`config.mk`:
```
export PLATFORM = sky130hd
export DESIGN_NAME = clyde_rcst_seq_flat
export DESIGN_NICKNAME = d
export VERILOG_FILES = /design/src/rtl/clyde_rcst_seq_if.sv /design/src/rtl/clyde_rcst_seq.sv /design/src/flat_wrapper.sv
export SDC_FILE = /design/constraint.sdc
export NUM_CORES = 1
export LEC_CHECK = 0
export BUFFER_PORTS_ARGS = -buffer_cell sky130_fd_sc_hd__buf_2
export CAP_MARGIN = 5
export CORE_MARGIN = 3
export CORE_UTILIZATION = 30
export DETAILED_ROUTE_END_ITERATION = 6
export PLACE_DENSITY_LB_ADDON = 0.12
export SYNTH_ARGS = -nofsm -noshare
export SYNTH_HDL_FRONTEND = slang
export SYNTH_SLANG_ARGS = --single-unit
```
`constraint.sdc`:
```
create_clock -name clk -period 1.4 [get_ports clk]
set_input_delay 0.21 -clock clk [delete_from_list [all_inputs] [get_ports clk]]
set_output_delay 0.21 -clock clk [all_outputs]
set_load 0.1 [all_outputs]
```
`src/rtl/clyde_rcst_seq_if.sv`:
```
// -----------------------------------------------------------------------------
// clyde_rcst_seq_if
// Handshake bundle between the Clyde round controller and the round-constant
// sequencer.
//   master (round controller): drives start, decrypt, abort, step;
//                              receives W, valid, last, done, busy (and err).
//   slave  (sequencer)       : the mirror image.
// Optional macro CLYDE_RCST_SELFCHECK_EN adds the sticky err flag.
// -----------------------------------------------------------------------------
interface clyde_rcst_seq_if;
    logic       start;
    logic       decrypt;
    logic       abort;
    logic       step;
    logic [3:0] W;
    logic       valid;
    logic       last;
    logic       done;
    logic       busy;
`ifdef CLYDE_RCST_SELFCHECK_EN
    logic       err;
`endif

    modport master (
        output start, decrypt, abort, step,
        input  W, valid, last, done, busy
`ifdef CLYDE_RCST_SELFCHECK_EN
        , input err
`endif
    );

    modport slave (
        input  start, decrypt, abort, step,
        output W, valid, last, done, busy
`ifdef CLYDE_RCST_SELFCHECK_EN
        , output err
`endif
    );
endinterface

```
`src/rtl/clyde_rcst_seq.sv`:
```
// -----------------------------------------------------------------------------
// clyde_rcst_seq
// Round-constant sequencer for the Clyde-128 datapath. Holds the 4-bit LFSR
// state and presents one public (unmasked) constant per round. Steps forward
// for encryption and backward (inverse LFSR) for decryption.
//
// Ports:
//   clk   - clock, rising edge
//   nrst  - asynchronous active-low reset
//   bus   - clyde_rcst_seq_if.slave:
//             start/decrypt/abort/step in; W/valid/last/done/busy out
//
// Optional macro CLYDE_RCST_SELFCHECK_EN: adds bus.err, a sticky flag that
// sets when a run ends on the wrong constant or RUN ever shows W==0.
// -----------------------------------------------------------------------------
module clyde_rcst_seq #(
    parameter int unsigned NROUNDS    = 12,
    parameter logic [3:0]  W_ENC_INIT = 4'h1,
    parameter logic [3:0]  W_DEC_INIT = 4'hE
) (
    input logic             clk,
    input logic             nrst,
    clyde_rcst_seq_if.slave bus
);
    localparam logic [3:0] LAST_CNT = 4'(NROUNDS - 1);

    typedef enum logic {IDLE, RUN} state_t;

    state_t     state_q, state_d;
    logic [3:0] cnt_q, cnt_d;
    logic [3:0] w_q, w_d;
    logic       dir_q, dir_d;
    logic       done_q, done_d;

    function automatic logic [3:0] lfsr_fwd(input logic [3:0] w);
        return {w[2:0], 1'b0} ^ (w[3] ? 4'b0011 : 4'b0000);
    endfunction

    // Exact inverse of lfsr_fwd: undo the feedback XOR, shift back, restore
    // the bit that fell out of the top.
    function automatic logic [3:0] lfsr_bwd(input logic [3:0] w);
        logic [3:0] t;
        t = w ^ (w[0] ? 4'b0011 : 4'b0000);
        return (t >> 1) ^ (w[0] ? 4'b1000 : 4'b0000);
    endfunction

    // NOTE: sequential state uses non-blocking assignments so every register
    // samples the pre-edge values, independent of statement order.
    always_ff @(posedge clk or negedge nrst) begin
        if (!nrst) begin
            state_q <= IDLE;
            cnt_q   <= '0;
            w_q     <= W_ENC_INIT;
            dir_q   <= 1'b0;
            done_q  <= 1'b0;
        end else begin
            state_q <= state_d;
            cnt_q   <= cnt_d;
            w_q     <= w_d;
            dir_q   <= dir_d;
            done_q  <= done_d;
        end
    end

    // NOTE: every output of this block gets a default first, so no path
    // leaves a variable unassigned and no latch is inferred.
    always_comb begin
        state_d = state_q;
        cnt_d   = cnt_q;
        w_d     = w_q;
        dir_d   = dir_q;
        done_d  = 1'b0;
        case (state_q)
            IDLE: begin
                if (bus.start && !bus.abort) begin
                    state_d = RUN;
                    w_d     = bus.decrypt ? W_DEC_INIT : W_ENC_INIT;
                    dir_d   = bus.decrypt;
                    cnt_d   = '0;
                end
            end
            RUN: begin
                // abort wins over step; start is ignored while running.
                if (bus.abort) begin
                    state_d = IDLE;
                end else if (bus.step) begin
                    if (cnt_q == LAST_CNT) begin
                        state_d = IDLE;
                        done_d  = 1'b1;
                    end else begin
                        w_d   = dir_q ? lfsr_bwd(w_q) : lfsr_fwd(w_q);
                        cnt_d = cnt_q + 4'd1;
                    end
                end
            end
            default: state_d = IDLE;
        endcase
    end

    // w_q keeps its value in IDLE; only the visible output is blanked.
    assign bus.valid = (state_q == RUN);
    assign bus.busy  = (state_q == RUN);
    assign bus.last  = (state_q == RUN) && (cnt_q == LAST_CNT);
    assign bus.W     = (state_q == RUN) ? w_q : 4'h0;
    assign bus.done  = done_q;

`ifdef CLYDE_RCST_SELFCHECK_EN
    logic err_q;
    logic err_set;
    logic [3:0] w_end;

    // Walking the full schedule must land on the other direction's start.
    assign w_end   = dir_q ? W_ENC_INIT : W_DEC_INIT;
    assign err_set = (state_q == RUN) && !bus.abort &&
                     ((w_q == 4'h0) ||
                      (bus.step && (cnt_q == LAST_CNT) && (w_q != w_end)));

    always_ff @(posedge clk or negedge nrst) begin
        if (!nrst) err_q <= 1'b0;
        else       err_q <= err_q | err_set;
    end

    assign bus.err = err_q;
`endif
endmodule
```
`src/flat_wrapper.sv`:
```
// flat-port wrapper written by rule: the top's interface ports become plain ports
module clyde_rcst_seq_flat 
#(
    parameter int unsigned NROUNDS    = 12,
    parameter logic [3:0]  W_ENC_INIT = 4'h1,
    parameter logic [3:0]  W_DEC_INIT = 4'hE
)
  (clk, nrst, bus_start, bus_decrypt, bus_abort, bus_step, bus_W, bus_valid, bus_last, bus_done, bus_busy);
  clyde_rcst_seq_if bus_i ();
  input logic clk;
  input logic nrst;
  input wire logic [$bits(bus_i.start)-1:0] bus_start;
  input wire logic [$bits(bus_i.decrypt)-1:0] bus_decrypt;
  input wire logic [$bits(bus_i.abort)-1:0] bus_abort;
  input wire logic [$bits(bus_i.step)-1:0] bus_step;
  output wire logic [$bits(bus_i.W)-1:0] bus_W;
  output wire logic [$bits(bus_i.valid)-1:0] bus_valid;
  output wire logic [$bits(bus_i.last)-1:0] bus_last;
  output wire logic [$bits(bus_i.done)-1:0] bus_done;
  output wire logic [$bits(bus_i.busy)-1:0] bus_busy;
  assign bus_i.start = bus_start;
  assign bus_i.decrypt = bus_decrypt;
  assign bus_i.abort = bus_abort;
  assign bus_i.step = bus_step;
  assign bus_W = bus_i.W;
  assign bus_valid = bus_i.valid;
  assign bus_last = bus_i.last;
  assign bus_done = bus_i.done;
  assign bus_busy = bus_i.busy;
  clyde_rcst_seq #(.NROUNDS(NROUNDS), .W_ENC_INIT(W_ENC_INIT), .W_DEC_INIT(W_DEC_INIT)) u_core (.clk(clk), .nrst(nrst), .bus(bus_i));
endmodule
```
* After elaboration in Yosys (flattened, before gate mapping)
Cells that the tools add are included.
** Storage, ports and cells
- Register bits :: 11
- Bits of input ports :: 6
- Output and inout port bits :: 8
- Logic and storage cells :: 45
** Cells by class
- Add/sub/neg operators :: 1
- Equality and inequality tests :: 5
- Muxes and demuxes :: 25
- Bitwise logic cells :: 4
- Reduce and logical (&&, ||, !) cells :: 5
** Operators with widths (count)
- 2-to-1 mux 4 bit :: 12
- one-hot mux 4 bit (2 select lines) :: 2
- 2-to-1 mux 1 bit :: 8
- bitwise XOR 4 bit :: 2
- inequality test 2 bit (second input constant) :: 3
- adder 4 x 1 -> 4 bit (second input constant) :: 1
- equality test 4 bit (second input constant) :: 1
- 2-to-1 mux 2 bit :: 2
- AND reduction 4 bit :: 1
- bitwise XOR 3 x 4 -> 4 bit :: 1
- logical AND 1 bit :: 2
- inequality test 2 x 1 -> 1 bit (second input constant) :: 1
- one-hot mux 1 bit (2 select lines) :: 1
- AND reduction 2 bit :: 1
- zero test 1 bit :: 1
- NOT 1 bit :: 1

* Depth between registers and ports, before layout
- Depth after elaboration :: 8
- Mapped depth :: 4
- Gate-level depth less buffers :: 4

* Worst setup path before layout
Ideal clock, no wire load.
- Kind :: reg-to-output
- Start point :: register u_core.state_q (netlist: u_core.bus.busy)
- End point :: output port bus_last
- Arrival :: 2431 ps
- Required time :: 1190 ps
- Slack :: -1241 ps
- Stages on the path, launching flop included :: 3
- Path buffers :: 0
- Cell sequence :: dfrtp_1 > inv_1 > nor2_1
** Between the ends
- Word-level cells in the longest chain between the ends :: 1
** Ends and longest elaborated chain
- from (decl) :: line clyde_rcst_seq.sv:29 : state_t state_q, state_d;
- from (signal assigned) :: line clyde_rcst_seq.sv:57 : state_q <= state_d;
- logical AND 1 bit :: line clyde_rcst_seq.sv:103 : assign bus.last = (state_q == RUN) && (cnt_q == LAST_CNT);
- to (decl) :: line flat_wrapper.sv:18 : output wire logic [$bits(bus_i.last)-1:0] bus_last;
No other way between the ends.

* Worst setup path after layout
- Start point :: register u_core.cnt_q[1]
- End point :: output port bus_last
** Between the ends
- Word-level cells in the longest chain between the ends :: 2
** Ends and longest elaborated chain
- from (decl) :: line clyde_rcst_seq.sv:30 : logic [3:0] cnt_q, cnt_d;
- from (signal assigned) :: line clyde_rcst_seq.sv:58 : cnt_q <= cnt_d;
- equality test 4 bit :: line clyde_rcst_seq.sv:103
- logical AND 1 bit :: line clyde_rcst_seq.sv:103
No other way between the ends.

==> impl_metrics.toml <==
[placement]
hpwlAfterDp_um = 1090
place_area_um2 = 958
gp_congestion = 0.756
place_inst = 110
port_buffers = 13

[logic_synthesis]
synth-edff-count = 0
synth_warnings = 0
yosys.area.top_type = "dfrtp_1"
syn_nets = 66
synthDistinctLibCells = 27
syn-instance-count = 59
yosysMostFrequentCell = "dfrtp_1"
avgSynthCellArea_um2 = 11.0
ys.flop_type = "dfrtp_1"
ys_seq_elements = 11
async_reset_ff_share_pct = 100
yosysTopAreaCellShare_pct = 38.7
syn_area_um2 = 647
ys_top_cells_by_area = "dfrtp_1, mux2_4, mux2i_1"
ys_seq_area_share_pct = 42.7

[floorplan]
io_pins = 14
die_h_um = 52.4
start_util_pct = 32.3
rows = 16
dieArea_um2 = 2750
die_w_um = 52.4
core_um2 = 2000

[clock_network]
clkTransAtPathRegs_ns = 0.08
cts_sinks = 11
cts_buffers = 3
cts_tree = "yes"
ctsHtreeMaxLevel = 1
clk_latency_ns = 0.27
clockBufferDepth = 2
cts-root-buf = "clkbuf_4"

[cells_and_area]
utilization_pct = 52.4
multiInputGateArea_um2 = 372
final_cells = 120
synthToLayoutAreaGrowth_pct = 62.3
final.fill_count = 189
nNetsFinal = 101
seq_area_um2 = 280
diodes = 0
drive_above_1_share_pct = 55.9
fin_area_um2 = 1050

[routing]
drc_errors = 0
dr_total_vias = 558
drt_first_pass_iters = 4
drt_wl_total_um = 1510
drt-initial-drc-count = 8
final_antenna_net_count = 0
drt-wirelength-per-cell_um = 12.6
drt-vias-per-instance = 4.65

[power]
peakVddDrop_uv = 551
sequentialPowerShare_pct = 34.6
combPwrFrac_pct = 47.7
total_power_mw = 1.26
swShare_pct = 37.0
internal-power_mw = 0.796
clockPowerShare_pct = 17.7
p_leak_nw = 0.502
switching_power_mw = 0.468
powerDensity_nw_per_um2 = 1200

[global_route]
track_usage_pct = 13.0
antenna_found_initial = 0
grt_pass1_vias = 594
grt_max_degree = 12
grt-ovfl-total = 0
grt_pass1_wl_um = 2580

[timing]
worstMarginPinSlew_ns = 0.487
finalHoldViolCount = 0
period_needed_ns = 1.64
rsz0062_at_grt = "yes"
slew_viol_final = 0
fin_tns_setup_ns = -0.706
timing.final.crit_share_pct = 117
slew_headroom_pct = 67.8
setup_violations = 9
timing.fmax_mhz = 609
setup_ws_ns = -0.242
clock_skew_ns = 0.00729

[run_status]
status = "finished, violations left"
violations = "negative setup slack"

[worst_setup_path]
required_ns = 1.19
crit_path_top_delay_cell = "dfrtp_1"
path_delay_family = "flip-flops"
path_cells = "ha_2, buf_6, nand3b_1, nor2_4, buf_12"
rrSetupSlack_ns = -0.10
crit_path_end_kind = "primary output"
critical_path_peak_fanout = 2
startpoint_type = "register"
path_buf_inv = 2
arrival_ns = 1.43
criticalPathCategory = "reg2out"
cpPeakStageDelay_ns = 0.37

[worst_hold_path]
worstHoldPathType = "in2reg"

[job]
cap_violations = 0
-- layout by cell type, fill, tap and decap left out, drive strengths merged, types with 2 or more instances in the layout --
master	Yosys	routed
clkbuf	1	4
and2	4	4
mux2i	4	4
nand3	4	4
nor2	4	4
a21oi	2	2
inv	2	2
buf	2	32
dfrtp	10	10
nand3b	2	2
mux2	5	5
and3b	3	3
o21ai	2	2
nand2	3	3
-- metal layers --
metal  GRT usage (%)  share of wire (%)  routed length [um]
met5               0                  0                   0
met4            7.66               0.93                  14
met3            3.13                4.1                  61
met2            20.2                 50                 752
met1            16.1                 45                 677
-- state kept, by name, summed over array words and instances, names as in the netlist --
register,flops
u_core.bus.done,1
u_core.dir_q,1
u_core.bus.busy,1
u_core.cnt_q,4
u_core.w_q,4
-- cell type report --
| class | instances | share of cell area (%) |
|---|---|---|
| Sequential cell | 11 | 26.7 |
| Tap cell | 27 | 3.22 |
| Timing Repair Buffer | 33 | 31.5 |
| Inverter | 2 | 0.715 |
| Multi-Input combinational cell | 43 | 35.4 |
| Clock buffer | 4 | 2.50 |
-- cell families after synthesis --
logic type | Yosys count | synth area share, %
mux | 9 | 17.2
xor+xnor | 2 | 2.71
compound gates | 8 | 10.3
buf+inv | 5 | 4.06
flops | 11 | 42.7
fa+ha+maj | 1 | 1.93
simple gates | 23 | 21.1
-- per-stage QoR --
stage	hold slack, ns	setup WS (ns)
after floorplan	-0.0856	-0.227
after global placement	0.103	-0.0663
after detailed placement	0.100	-0.0979
after CTS	0.111	-0.210
after global routing	0.121	-0.299
final	0.127	-0.242
-- final timing paths --
check / startpoint / endpoint / cells past startpoint
max: u_core.cnt_q[1]$_DFFE_PN0P_ / bus_last / 5
min: bus_abort / u_core.bus.busy$_DFF_PN0_ / 2
max reg2reg: u_core.cnt_q[0]$_DFFE_PN0P_ / u_core.w_q[3]$_DFFE_PN0P_ / 4
min reg2reg: u_core.cnt_q[3]$_DFFE_PN0P_ / u_core.cnt_q[3]$_DFFE_PN0P_ / 1
max in group asynchronous: nrst / u_core.w_q[0]$_DFFE_PN1P_ / 2
min in group asynchronous: nrst / u_core.w_q[1]$_DFFE_PN0P_ / 2
-- what timing repair did --
action	4_1_cts	5_1_grt
endpoints found under the hold margin	10	0
hold buffers	1	0
gates resized for setup	2	3
pin swaps	2	1
endpoints found under the setup margin	9	12
setup buffers	3	2
-- power by group through the flow --
stage          Clock (mW)  Sequential [mW]  Combinational, mW
6_report            0.224            0.437              0.603
5_1_grt             0.249            0.448              0.646
4_1_cts             0.233            0.436              0.588
3_5_place_dp            0            0.442              0.575
3_3_place_gp            0            0.444              0.571
2_1_floorplan           0            0.455              0.355
(Power assumes the default switching activity.)
